===== src/rtl/coin_dispenser_pkg.sv =====
// Shared definitions for the coin dispenser: FSM states, coin values,
// error codes and the amount width.
package coin_dispenser_pkg;

    localparam int unsigned AMT_W = 8;

    typedef enum logic [2:0] {
        S_IDLE  = 3'd0,
        S_CHECK = 3'd1,
        S_EJECT = 3'd2,
        S_DONE  = 3'd3,
        S_ERR   = 3'd4
    } state_t;

    localparam logic [AMT_W-1:0] VAL_Q = AMT_W'(25);
    localparam logic [AMT_W-1:0] VAL_D = AMT_W'(10);
    localparam logic [AMT_W-1:0] VAL_N = AMT_W'(5);

    localparam logic [1:0] ERRC_NONE   = 2'b00;
    localparam logic [1:0] ERRC_AMOUNT = 2'b01;
    localparam logic [1:0] ERRC_SHORT  = 2'b10;
    localparam logic [1:0] ERRC_JAM    = 2'b11;

    // An amount is payable only if it is a whole number of nickels.
    function automatic logic amount_ok(input logic [AMT_W-1:0] a);
        return (a % VAL_N) == '0;
    endfunction

endpackage


===== src/rtl/coin_dispenser_hop_timer.sv =====
// hop_timer: bounded wait counter for the hopper acknowledge.
// Ports:
//   clk, rstn : clock, async active-low reset
//   clear     : force the count to zero (held while not ejecting)
//   en        : count one unacknowledged cycle
//   expire    : current cycle is the ACK_TMO-th unacknowledged cycle
module hop_timer #(
    parameter int unsigned ACK_TMO = 255
) (
    input  logic clk,
    input  logic rstn,
    input  logic clear,
    input  logic en,
    output logic expire
);

    localparam int unsigned TW = (ACK_TMO < 2) ? 1 : $clog2(ACK_TMO + 1);
    localparam logic [TW-1:0] CNT_MAX  = TW'(ACK_TMO);
    localparam logic [TW-1:0] CNT_LAST = TW'(ACK_TMO - 1);

    logic [TW-1:0] cnt;
    logic [TW-1:0] cnt_nxt;

    // Saturating count; it only ever runs while the FSM sits in EJECT.
    always_comb begin
        cnt_nxt = cnt;
        if (clear) begin
            cnt_nxt = '0;
        end else if (en && (cnt != CNT_MAX)) begin
            cnt_nxt = cnt + TW'(1);
        end
    end

    // expire is registered alongside the count so it tracks cnt == ACK_TMO-1.
    always_ff @(posedge clk or negedge rstn) begin
        if (!rstn) begin
            cnt    <= '0;
            expire <= 1'b0;
        end else begin
            cnt    <= cnt_nxt;
            expire <= (cnt_nxt == CNT_LAST);
        end
    end

endmodule


===== src/rtl/coin_dispenser.sv =====
// coin_dispenser: pays out change greedily (quarter, dime, nickel) from a
// loadable inventory, one coin per hopper handshake.
// Ports:
//   clk, rstn                : clock, async active-low reset
//   req, amount              : change request and amount in cents (IDLE only)
//   load, q_load/d_load/n_load : inventory load strobe and counts (IDLE only)
//   hop_ack                  : hopper confirms one coin ejected
//   q_out/d_out/n_out        : eject command, held until ack or timeout
//   busy, done, err          : status; done/err are one-cycle pulses
//   err_code                 : 01 bad amount, 10 shortfall, 11 jam
//   remaining                : cents still owed
//   q_cnt/d_cnt/n_cnt        : current inventory
module coin_dispenser
    import coin_dispenser_pkg::*;
#(
    parameter int unsigned CNT_W   = 6,
    parameter int unsigned ACK_TMO = 255
) (
    input  logic             clk,
    input  logic             rstn,
    input  logic             req,
    input  logic [AMT_W-1:0] amount,
    input  logic             load,
    input  logic [CNT_W-1:0] q_load,
    input  logic [CNT_W-1:0] d_load,
    input  logic [CNT_W-1:0] n_load,
    input  logic             hop_ack,
    output logic             q_out,
    output logic             d_out,
    output logic             n_out,
    output logic             busy,
    output logic             done,
    output logic             err,
    output logic [1:0]       err_code,
    output logic [AMT_W-1:0] remaining,
    output logic [CNT_W-1:0] q_cnt,
    output logic [CNT_W-1:0] d_cnt,
    output logic [CNT_W-1:0] n_cnt
);

    state_t state, state_nxt;

    logic             bad_amt, bad_amt_nxt;
    logic             q_out_nxt, d_out_nxt, n_out_nxt;
    logic             busy_nxt, done_nxt, err_nxt;
    logic [1:0]       err_code_nxt;
    logic [AMT_W-1:0] remaining_nxt;
    logic [CNT_W-1:0] q_cnt_nxt, d_cnt_nxt, n_cnt_nxt;

    logic tmr_clear;
    logic tmr_en;
    logic tmr_expire;

    // Timer is held clear outside EJECT so it starts from zero on entry.
    assign tmr_clear = (state != S_EJECT);
    assign tmr_en    = (state == S_EJECT) && !hop_ack;

    hop_timer #(
        .ACK_TMO (ACK_TMO)
    ) u_hop_timer (
        .clk    (clk),
        .rstn   (rstn),
        .clear  (tmr_clear),
        .en     (tmr_en),
        .expire (tmr_expire)
    );

    // Next-state and next-output logic.
    always_comb begin
        state_nxt     = state;
        bad_amt_nxt   = bad_amt;
        q_out_nxt     = q_out;
        d_out_nxt     = d_out;
        n_out_nxt     = n_out;
        err_code_nxt  = err_code;
        remaining_nxt = remaining;
        q_cnt_nxt     = q_cnt;
        d_cnt_nxt     = d_cnt;
        n_cnt_nxt     = n_cnt;

        unique case (state)
            S_IDLE: begin
                // A request takes precedence over a simultaneous load.
                if (req) begin
                    remaining_nxt = amount;
                    err_code_nxt  = ERRC_NONE;
                    bad_amt_nxt   = !amount_ok(amount);
                    state_nxt     = S_CHECK;
                end else if (load) begin
                    q_cnt_nxt = q_load;
                    d_cnt_nxt = d_load;
                    n_cnt_nxt = n_load;
                end
            end

            S_CHECK: begin
                // Greedy pick; a coin type is eligible only with stock left.
                if (bad_amt) begin
                    err_code_nxt = ERRC_AMOUNT;
                    state_nxt    = S_ERR;
                end else if ((remaining >= VAL_Q) && (q_cnt != '0)) begin
                    q_out_nxt = 1'b1;
                    state_nxt = S_EJECT;
                end else if ((remaining >= VAL_D) && (d_cnt != '0)) begin
                    d_out_nxt = 1'b1;
                    state_nxt = S_EJECT;
                end else if ((remaining >= VAL_N) && (n_cnt != '0)) begin
                    n_out_nxt = 1'b1;
                    state_nxt = S_EJECT;
                end else if (remaining == '0) begin
                    state_nxt = S_DONE;
                end else begin
                    err_code_nxt = ERRC_SHORT;
                    state_nxt    = S_ERR;
                end
            end

            S_EJECT: begin
                // An ack on the last allowed cycle still counts as a payout.
                if (hop_ack) begin
                    if (q_out) begin
                        remaining_nxt = remaining - VAL_Q;
                        q_cnt_nxt     = q_cnt - CNT_W'(1);
                    end else if (d_out) begin
                        remaining_nxt = remaining - VAL_D;
                        d_cnt_nxt     = d_cnt - CNT_W'(1);
                    end else if (n_out) begin
                        remaining_nxt = remaining - VAL_N;
                        n_cnt_nxt     = n_cnt - CNT_W'(1);
                    end
                    q_out_nxt = 1'b0;
                    d_out_nxt = 1'b0;
                    n_out_nxt = 1'b0;
                    state_nxt = S_CHECK;
                end else if (tmr_expire) begin
                    q_out_nxt    = 1'b0;
                    d_out_nxt    = 1'b0;
                    n_out_nxt    = 1'b0;
                    err_code_nxt = ERRC_JAM;
                    state_nxt    = S_ERR;
                end
            end

            S_DONE: state_nxt = S_IDLE;

            S_ERR: state_nxt = S_IDLE;

            default: state_nxt = S_IDLE;
        endcase

        // Status flags are registered copies of the state being entered.
        busy_nxt = (state_nxt != S_IDLE);
        done_nxt = (state_nxt == S_DONE);
        err_nxt  = (state_nxt == S_ERR);
    end

    // State and output registers.
    always_ff @(posedge clk or negedge rstn) begin
        if (!rstn) begin
            state     <= S_IDLE;
            bad_amt   <= 1'b0;
            q_out     <= 1'b0;
            d_out     <= 1'b0;
            n_out     <= 1'b0;
            busy      <= 1'b0;
            done      <= 1'b0;
            err       <= 1'b0;
            err_code  <= ERRC_NONE;
            remaining <= '0;
            q_cnt     <= '0;
            d_cnt     <= '0;
            n_cnt     <= '0;
        end else begin
            state     <= state_nxt;
            bad_amt   <= bad_amt_nxt;
            q_out     <= q_out_nxt;
            d_out     <= d_out_nxt;
            n_out     <= n_out_nxt;
            busy      <= busy_nxt;
            done      <= done_nxt;
            err       <= err_nxt;
            err_code  <= err_code_nxt;
            remaining <= remaining_nxt;
            q_cnt     <= q_cnt_nxt;
            d_cnt     <= d_cnt_nxt;
            n_cnt     <= n_cnt_nxt;
        end
    end

endmodule


===== config.mk =====
export PLATFORM = sky130hd
export DESIGN_NAME = coin_dispenser
export DESIGN_NICKNAME = d
export VERILOG_FILES = /design/src/rtl/coin_dispenser_pkg.sv /design/src/rtl/coin_dispenser_hop_timer.sv /design/src/rtl/coin_dispenser.sv
export SDC_FILE = /design/constraint.sdc
export NUM_CORES = 1
export LEC_CHECK = 0
export ABC_AREA = 1
export BUFFER_PORTS_ARGS = -buffer_cell sky130_fd_sc_hd__buf_2
export CELL_PAD_IN_SITES_DETAIL_PLACEMENT = 0
export CELL_PAD_IN_SITES_GLOBAL_PLACEMENT = 1
export CORE_MARGIN = 5
export CORE_UTILIZATION = 36
export CTS_CLUSTER_SIZE = 20
export DETAILED_ROUTE_END_ITERATION = 12
export PLACE_DENSITY = 0.84
export SYNTH_ARGS = -nofsm -noshare
export SYNTH_HDL_FRONTEND = slang
export SYNTH_HIERARCHICAL = 1
export SYNTH_SLANG_ARGS = --single-unit

===== constraint.sdc =====
create_clock -name clk -period 2 [get_ports clk]
set_clock_uncertainty 0.05 [all_clocks]
set_input_delay 0.2 -clock clk [delete_from_list [all_inputs] [get_ports clk]]
set_output_delay 0.2 -clock clk [all_outputs]
set_load 0.02 [all_outputs]

Word level (Yosys, flattened, before mapping)
Cells that the tools add are included.

Reduce and logical (&&, ||, !) cells: 26. Add/sub/neg operators: 7. Order comparisons: 3. Eq/ne operators: 30. Multiplexer cells: 58. Divide/modulo/power cells: 1.

Operators with widths (count): $mux W6 (15); $mux W8 (7); $pmux W6 S2 (3); $ne A2 B2 Y1 const B (16); $mux W3 (8); $reduce_bool A6 Y1 (3); $sub A6 B1 Y6 const B (3); $logic_not A8 Y1 (2); $mux W2 (8); $pmux W8 S2 (1); $ne A3 B3 Y1 const B (4); $reduce_and A6 Y1 (2); $mux W1 (11); $reduce_and A5 Y1 (2); $pmux W3 S3 (1); $add A8 B1 Y8 const B (1); $eq A8 B8 Y1 const B (1); $ge A8 B3 Y1 const B (1); $ge A8 B4 Y1 const B (1); $ge A8 B5 Y1 const B (1); $mod A8 B3 Y8 const B (1); $ne A8 B8 Y1 const B (1); $reduce_and A4 Y1 (2); $reduce_and A8 Y1 (1); 18 further kinds (29).

Output and inout port bits: 34. Register bits after elaboration: 47. Bits of input ports: 31. Word-level logic and storage cells: 140.

Longest topological paths before layout
Gate-level depths: netlist of the first run.

Word-level depth: 8. Gate-level depth with buffers: 33. Depth with buffers taken out: 33.

Hierarchy
The synthesis of the first run kept the hierarchy.

Modules (own cells, without submodules): coin_dispenser (cells each 457, seq. area each 950.9 um^2, times used 1, area each 3104.2 um^2); hop_timer (cells each 90, seq. area each 225.2 um^2, times used 1, area each 606.8 um^2).

Worst setup path before layout of the first run
Ideal clock, no wire load.

Kind: input-to-reg. From: input port amount[6]. To: register bad_amt. Buffers on the path: 0. Arrival: 2722 ps. Stages on the path: 32. Slack: -885 ps. Data required time: 1837 ps. Library setup time: 113 ps. Cell sequence: inv_1 ha_1 or2_1 nand2_1 nand3_2 nand3_2 nand2_4 nand2_2 nand2_1 nand2_1 inv_2 nand2_4 nand2_2 nand2_1 nand2_2 inv_2 nand2_1 a21oi_1 nor2_2 ha_1 inv_1 nand3_1 nand2_2 nand3_2 nor2_2 nand2_1 nand3_1 nand2_1 clkinv_1 nand3_1 nand2_1 inv_1.

Longest elaborated chain between the ends: 3.

Ends and longest elaborated chain: from (decl) (line coin_dispenser.sv:22) `input logic [AMT_W-1:0] amount,`; $mod A8 B3 Y8 (line coin_dispenser_pkg.sv:26) `return (a % VAL_N) == '0;`; $logic_not A8 Y1 (line coin_dispenser_pkg.sv:26); $logic_not A1 Y1 (line coin_dispenser.sv:87) `bad_amt_nxt = !amount_ok(amount);`; to (signal assigned) (line coin_dispenser.sv:175) `bad_amt <= bad_amt_nxt;`; to (decl) (line coin_dispenser.sv:43) `logic bad_amt, bad_amt_nxt;`.

No other way between the ends. A chain may end at the register's enable or synchronous reset.

Worst setup path in the final report of the first run
Same ends and word-level chain as after synthesis.

==> results.yml, run 1 <==
global_route:
  grt_max_degree: 35
  grt_util_met2_pct: 30.0
  busiest_layer: "met2"
  grtUsageMet3_pct: 3.42
  grt_pass1_wl_um: 17700
  first_global_vias: 3945
  antenna_found_initial: 0
  globalRouteTotalUtil_pct: 16.8
  grtUsageMet1_pct: 20.5
  gr-total-overflow: 0
synthesis:
  synth.area.top_cells: "dfrtp_1 32%, nand2_1 12%, inv_1 8.3%, o21ai_0 6.9%, ha_1 6.1%"
  synthArstFlopShare_pct: 100
  syn_inst: 547
  avgSynthCellArea_um2: 6.78
  synth-edff-count: 0
  ys.warnings.count: 6
  yosysSeqAreaShare_pct: 31.7
  synth_top_area_share_pct: 31.7
  ys_seq_elements: 47
  ys_types: 39
  synthDominantAreaCellType: "dfrtp_1"
  synthesis.nets: 596
  synth_flop_cell: "dfrtp_1"
  netlist_area_um2: 3710
worst_setup_path:
  r2r_setup_slack_ns: -0.10
  start_kind: "input pin"
  worstPathRequired_ns: 2.16
  cp-startpoint: "amount[6]"
  path_class: "in -> reg"
  arrival_ns: 2.93
  reg2reg_depth: 14
  cp_max_fo: 5
  cpMostUsedCell: "nand2_4"
  critPathSlowestCell: "or2_4"
  r2r_start: "remaining[0]"
  critPathCaptureType: "register"
  critPathCapture: "bad_amt"
  cp_slowest_stage_delay_ns: 0.25
  r2r-end: "err_code[1]"
place:
  place_congestion: 0.849
  dp_hpwl_um: 8100
  port_buffers: 64
clock_network:
  cts_sinks: 47
  insertion_delay_ns: 0.31
  clock_path_buffers: 2
  clockRootBuffer: "clkbuf_8"
  cts.reportedPaths.clkPinSlew_ns: 0.09
  numCtsBuffers: 5
  cts_tree: "done"
  cts_max_level: 2
die:
  fp.dieW_um: 112
  die_y_um: 112
  io_pins: 65
  start_util_pct: 36.4
  die_area_um2: 12400
  rows: 37
  coreArea_um2: 10200
run:
  cap_violations: 0
timing:
  max_freq_mhz: 361
  hold_violations: 0
  rsz0062_at_grt: "true"
  finalWorstSetupSlack_ns: -0.770
  setup_viol: 6
  min_period_over_period_pct: 138
  tightest_slew_ns: 0.416
  holdWs_ns: 0.114
  slew-limit-headroom_pct: 72.0
  drv_slew: 0
  fin_crit_ns: 2.77
route:
  vias_per_cell: 4.85
  drc: 0
  firstDrtPassIters: 4
  drt_wl_total_um: 10700
  routedWlPerCell_um: 12.8
  drt-initial-drc-count: 243
  vias: 4058
  ant_nets: 0
final_layout:
  multi_input_area_um2: 2430
  post-route-util_pct: 51.9
  syn_to_final_growth_pct: 42.3
  final_nets: 748
  drive_gt1_share_pct: 37.3
  regArea_um2: 1180
  diodes: 0
  num-fill-cells: 1010
power:
  p_leak_uw: 0.00275
  vdd_drop_max_uv: 458
  p_per_area_nw_per_um2: 1270
outcome:
  violations: "negative setup slack"
  status: "finished with violations"
min_path:
  hp-class: "in -> reg"
layout by cell type (no fill, tap or decap), drive strengths merged:
| cell type | instances |
|---|---|
| or2 | 2 |
| dlygate4sd3 | 1 |
| a22oi | 5 |
| o31ai | 1 |
| nand4 | 11 |
| inv | 93 |
| xnor2 | 1 |
| a22o | 2 |
| nand3 | 41 |
| buf | 153 |
| dfrtp | 47 |
| a21boi | 1 |
| clkbuf | 8 |
| nor4b | 1 |
| a32oi | 2 |
| nor3 | 6 |
| clkinv | 1 |
| xor2 | 7 |
| o22ai | 3 |
| a31oi | 2 |
| nor2 | 64 |
| nand3b | 3 |
| nand2 | 134 |
| o221ai | 4 |
| ha | 18 |
| nor4 | 1 |
| a21oi | 22 |
| o311ai | 1 |
| clkdlybuf4s15 | 1 |
| o21ai | 51 |
| mux2i | 1 |
| o211ai | 10 |
| o21bai | 2 |
cell type report:
type | count | area share (%)
multi-input combinational | 396 | 46.0
sequential | 47 | 22.3
timing repair buffer | 155 | 19.9
inverter | 94 | 6.73
tap | 136 | 3.22
clock buffer | 8 | 1.89
Yosys cell counts (10+ instances only):
| cell type | n |
|---|---|
| nand4_1 | 10 |
| o21ai_0 | 51 |
| nand2_1 | 115 |
| nand3_1 | 37 |
| nand2_2 | 15 |
| a21oi_1 | 22 |
| dfrtp_1 | 47 |
| inv_1 | 82 |
| inv_2 | 11 |
| nor2_1 | 57 |
| ha_1 | 18 |
| o211ai_1 | 10 |
power breakdown:
part	total (µW)	switching, µW	internal (µW)
clock network	644	327	316
registers	1590	292	1300
logic	4460	2580	1880
total	6700	3200	3490
worst min-delay path by stage:
stage,depth (start not counted),to,from,slack [ns]
3_3_place_gp,1,q_cnt[4],rstn,0.04
2_1_floorplan,0,bad_amt,rstn,-0.15
4_1_cts,3,state[0],hop_ack,0.10
6_report,3,n_cnt[1],n_load[1],0.11
3_5_place_dp,1,q_cnt[4],rstn,0.05
5_1_grt,3,n_cnt[1],n_load[1],0.10
sequential cells by signal, summed over array words and instances (netlist names):
register            count
n_cnt                   6
err_code                2
d_out                   1
bad_amt                 1
d_cnt                   6
u_hop_timer/cnt         8
done                    1
busy                    1
u_hop_timer/expire      1
q_cnt                   6
q_out                   1
remaining               8
err                     1
n_out                   1
state                   3
per-stage QoR:
stage / cell area [µm²] / power [µW] / setup TNS [ns] / cells / worst slack (ns)
6_report: 5280 / 6700 / -1.06 / 836 / -0.770
5_1_grt: 5280 / 7260 / -2.08 / 836 / -0.953
4_1_cts: 5080 / 6470 / -0.884 / 828 / -0.796
3_5_place_dp: 4750 / 5500 / -1.94 / 815 / -1.17
3_3_place_gp: 4750 / 5430 / -1.54 / 815 / -1.04
2_1_floorplan: 3720 / 3870 / -0.841 / 547 / -0.841
per-layer routing:
layer  vias to the layer above  share of wire, %
met5                         -                 0
met4                         0               1.7
met3                        17               4.2
met2                        80                49
met1                      1876                45
li1                       2085                 -
cells by family after synthesis:
kind of cell	count (synthesis)	synth area share, %
AND/OR/NAND/NOR	263	32.7
AO/OA/AOI/OAI	106	16.7
buffers and inverters	104	10.7
flip-flops	47	31.7
adder cells (fa/ha/maj)	18	6.07
XOR/XNOR	8	1.89
multiplexers	1	0.270
critical path, delay by kind of cell:
family | cells | cell delay [ns]
adder cells (fa/ha/maj) | 2 | 0.31
AND/OR/NAND/NOR | 24 | 1.98
buffers and inverters | 7 | 0.40
timing repair:
action | in CTS | in global routing
setup buffers | 4 | 7
endpoints found under the setup margin | 13 | 25
hold buffers | 1 | 0
pin swaps | 29 | 30
resized for setup | 47 | 42
gates cloned | 0 | 1
hold endpoints to repair | 11 | 0
Note: power is estimated with default switching activity, not from simulation.
==> run 2: changes to the inputs <==
Settings changed: CORE_ASPECT_RATIO set to 1.75.
==> results.yml, run 2 (same netlist as run 1, synthesis figures left out) <==
global_route:
  gr-total-overflow: 0
  antenna_found_initial: 0
  globalRouteTotalUtil_pct: 18.5
  first_global_vias: 4291
  grt_pass1_wl_um: 18900
  grt_max_degree: 33
timing:
  max_freq_mhz: 349
  rsz0062_at_grt: "true"
  finalWorstSetupSlack_ns: -0.866
  fin_crit_ns: 2.87
  drv_slew: 0
  min_period_over_period_pct: 143
  hold_violations: 0
  slew-limit-headroom_pct: 67.9
  setup_viol: 2
  tightest_slew_ns: 0.481
  tns_ns: -0.880
  holdWs_ns: 0.130
worst_setup_path:
  cp_slowest_stage_delay_ns: 0.24
  arrival_ns: 3.00
  critPathSlowestCell: "or2_4"
  cp_max_fo: 5
  critPathCaptureType: "register"
  worstPathRequired_ns: 2.13
  start_kind: "input pin"
  path_class: "in -> reg"
final_layout:
  multi_input_area_um2: 2510
  drive_gt1_share_pct: 39.7
  num-fill-cells: 989
  regArea_um2: 1180
  diodes: 0
  final_cell_mix: "101 x nand2_1, 87 x buf_4, 73 x inv_1"
  final_nets: 754
  final_common_cell: "nand2_1"
  syn_to_final_growth_pct: 48.1
  top_regs: "remaining (8), u_hop_timer/cnt (8)"
route:
  vias_per_cell: 5.14
  ant_nets: 0
  firstDrtPassIters: 4
  drt_wl_total_um: 11800
  routedWlPerCell_um: 14.2
  drc: 0
  vias: 4281
  drt-initial-drc-count: 176
die:
  rows: 49
  coreArea_um2: 10200
  io_pins: 65
  fp.dieW_um: 86.8
  die_y_um: 144
  die_area_um2: 12500
  start_util_pct: 36.5
clock_network:
  cts_max_level: 2
  insertion_delay_ns: 0.29
  clock_path_buffers: 2
  cts_sinks: 47
  cts.reportedPaths.clkPinSlew_ns: 0.07
  clockRootBuffer: "clkbuf_16"
  cts_tree: "done"
  numCtsBuffers: 5
outcome:
  violations: "negative setup slack"
  status: "finished with violations"
run:
  cap_violations: 0
power:
  p_per_area_nw_per_um2: 1320
  p_leak_uw: 0.00284
  vdd_drop_max_uv: 614
place:
  post-place-ws_ns: -1.17
  place_congestion: 0.865
  dp_hpwl_um: 8790
  port_buffers: 64
min_path:
  hp-class: "in -> reg"
-- run 2: where the power goes --
group | switching, µW | internal (µW)
registers | 324 | 1300
clock network | 352 | 533
logic | 2760 | 1970
-- run 2: repair_timing --
action                     in CTS  in global routing
pin swaps                       7                 50
setup endpoints to repair      13                 26
cloned                          0                  1
resized for setup              23                 88
hold buffers                    1                  0
buffers inserted                9                 15
hold endpoints to repair       18                  0
-- run 2: critical path, delay by kind of cell --
family	cells	cell delay (ns)
fa+ha+maj	1	0.14
compound gates	2	0.26
buf+inv	5	0.38
simple gates	19	2.00
-- run 2: final cells by class --
class	instances	area share [%]
multi-input combinational	396	45.8
sequential	47	21.4
timing repair buffer	160	20.4
inverter	94	6.58
tap	127	2.89
clock buffer	8	2.85
timing repair inverter	1	0.137
-- run 2: path summary, 6_finish.rpt --
kind	slack [ns]	to	cells after the start	from
max	-0.87	bad_amt	27	amount[6]
min	0.13	d_cnt[1]	3	d_load[1]
max reg2reg	-0.01	err_code[1]	13	remaining[1]
min reg2reg	0.44	err_code[0]	2	err_code[0]
max in group asynchronous	1.01	q_cnt[0]	3	rstn
min in group asynchronous	0.36	u_hop_timer/cnt[3]	2	rstn
-- run 2: per-stage QoR --
step | power (µW) | instance area (µm²) | util (%) | std cells
4_1_cts | 6610 | 5040 | 49.5 | 819
3_3_place_gp | 5400 | 4730 | 46.4 | 801
2_1_floorplan | 3870 | 3720 | - | 547
5_1_grt | 7780 | 5500 | 54.0 | 833
6_report | 7240 | 5500 | 54.0 | 833
3_5_place_dp | 5490 | 4730 | 46.4 | 801
-- run 2: per-layer routing --
| layer | track usage (%) | part of all wire, % |
|---|---|---|
| met5 | 0 | 0 |
| met4 | 9.61 | 5.0 |
| met3 | 1.54 | 2.6 |
| met2 | 36.3 | 56 |
| met1 | 18.8 | 36 |
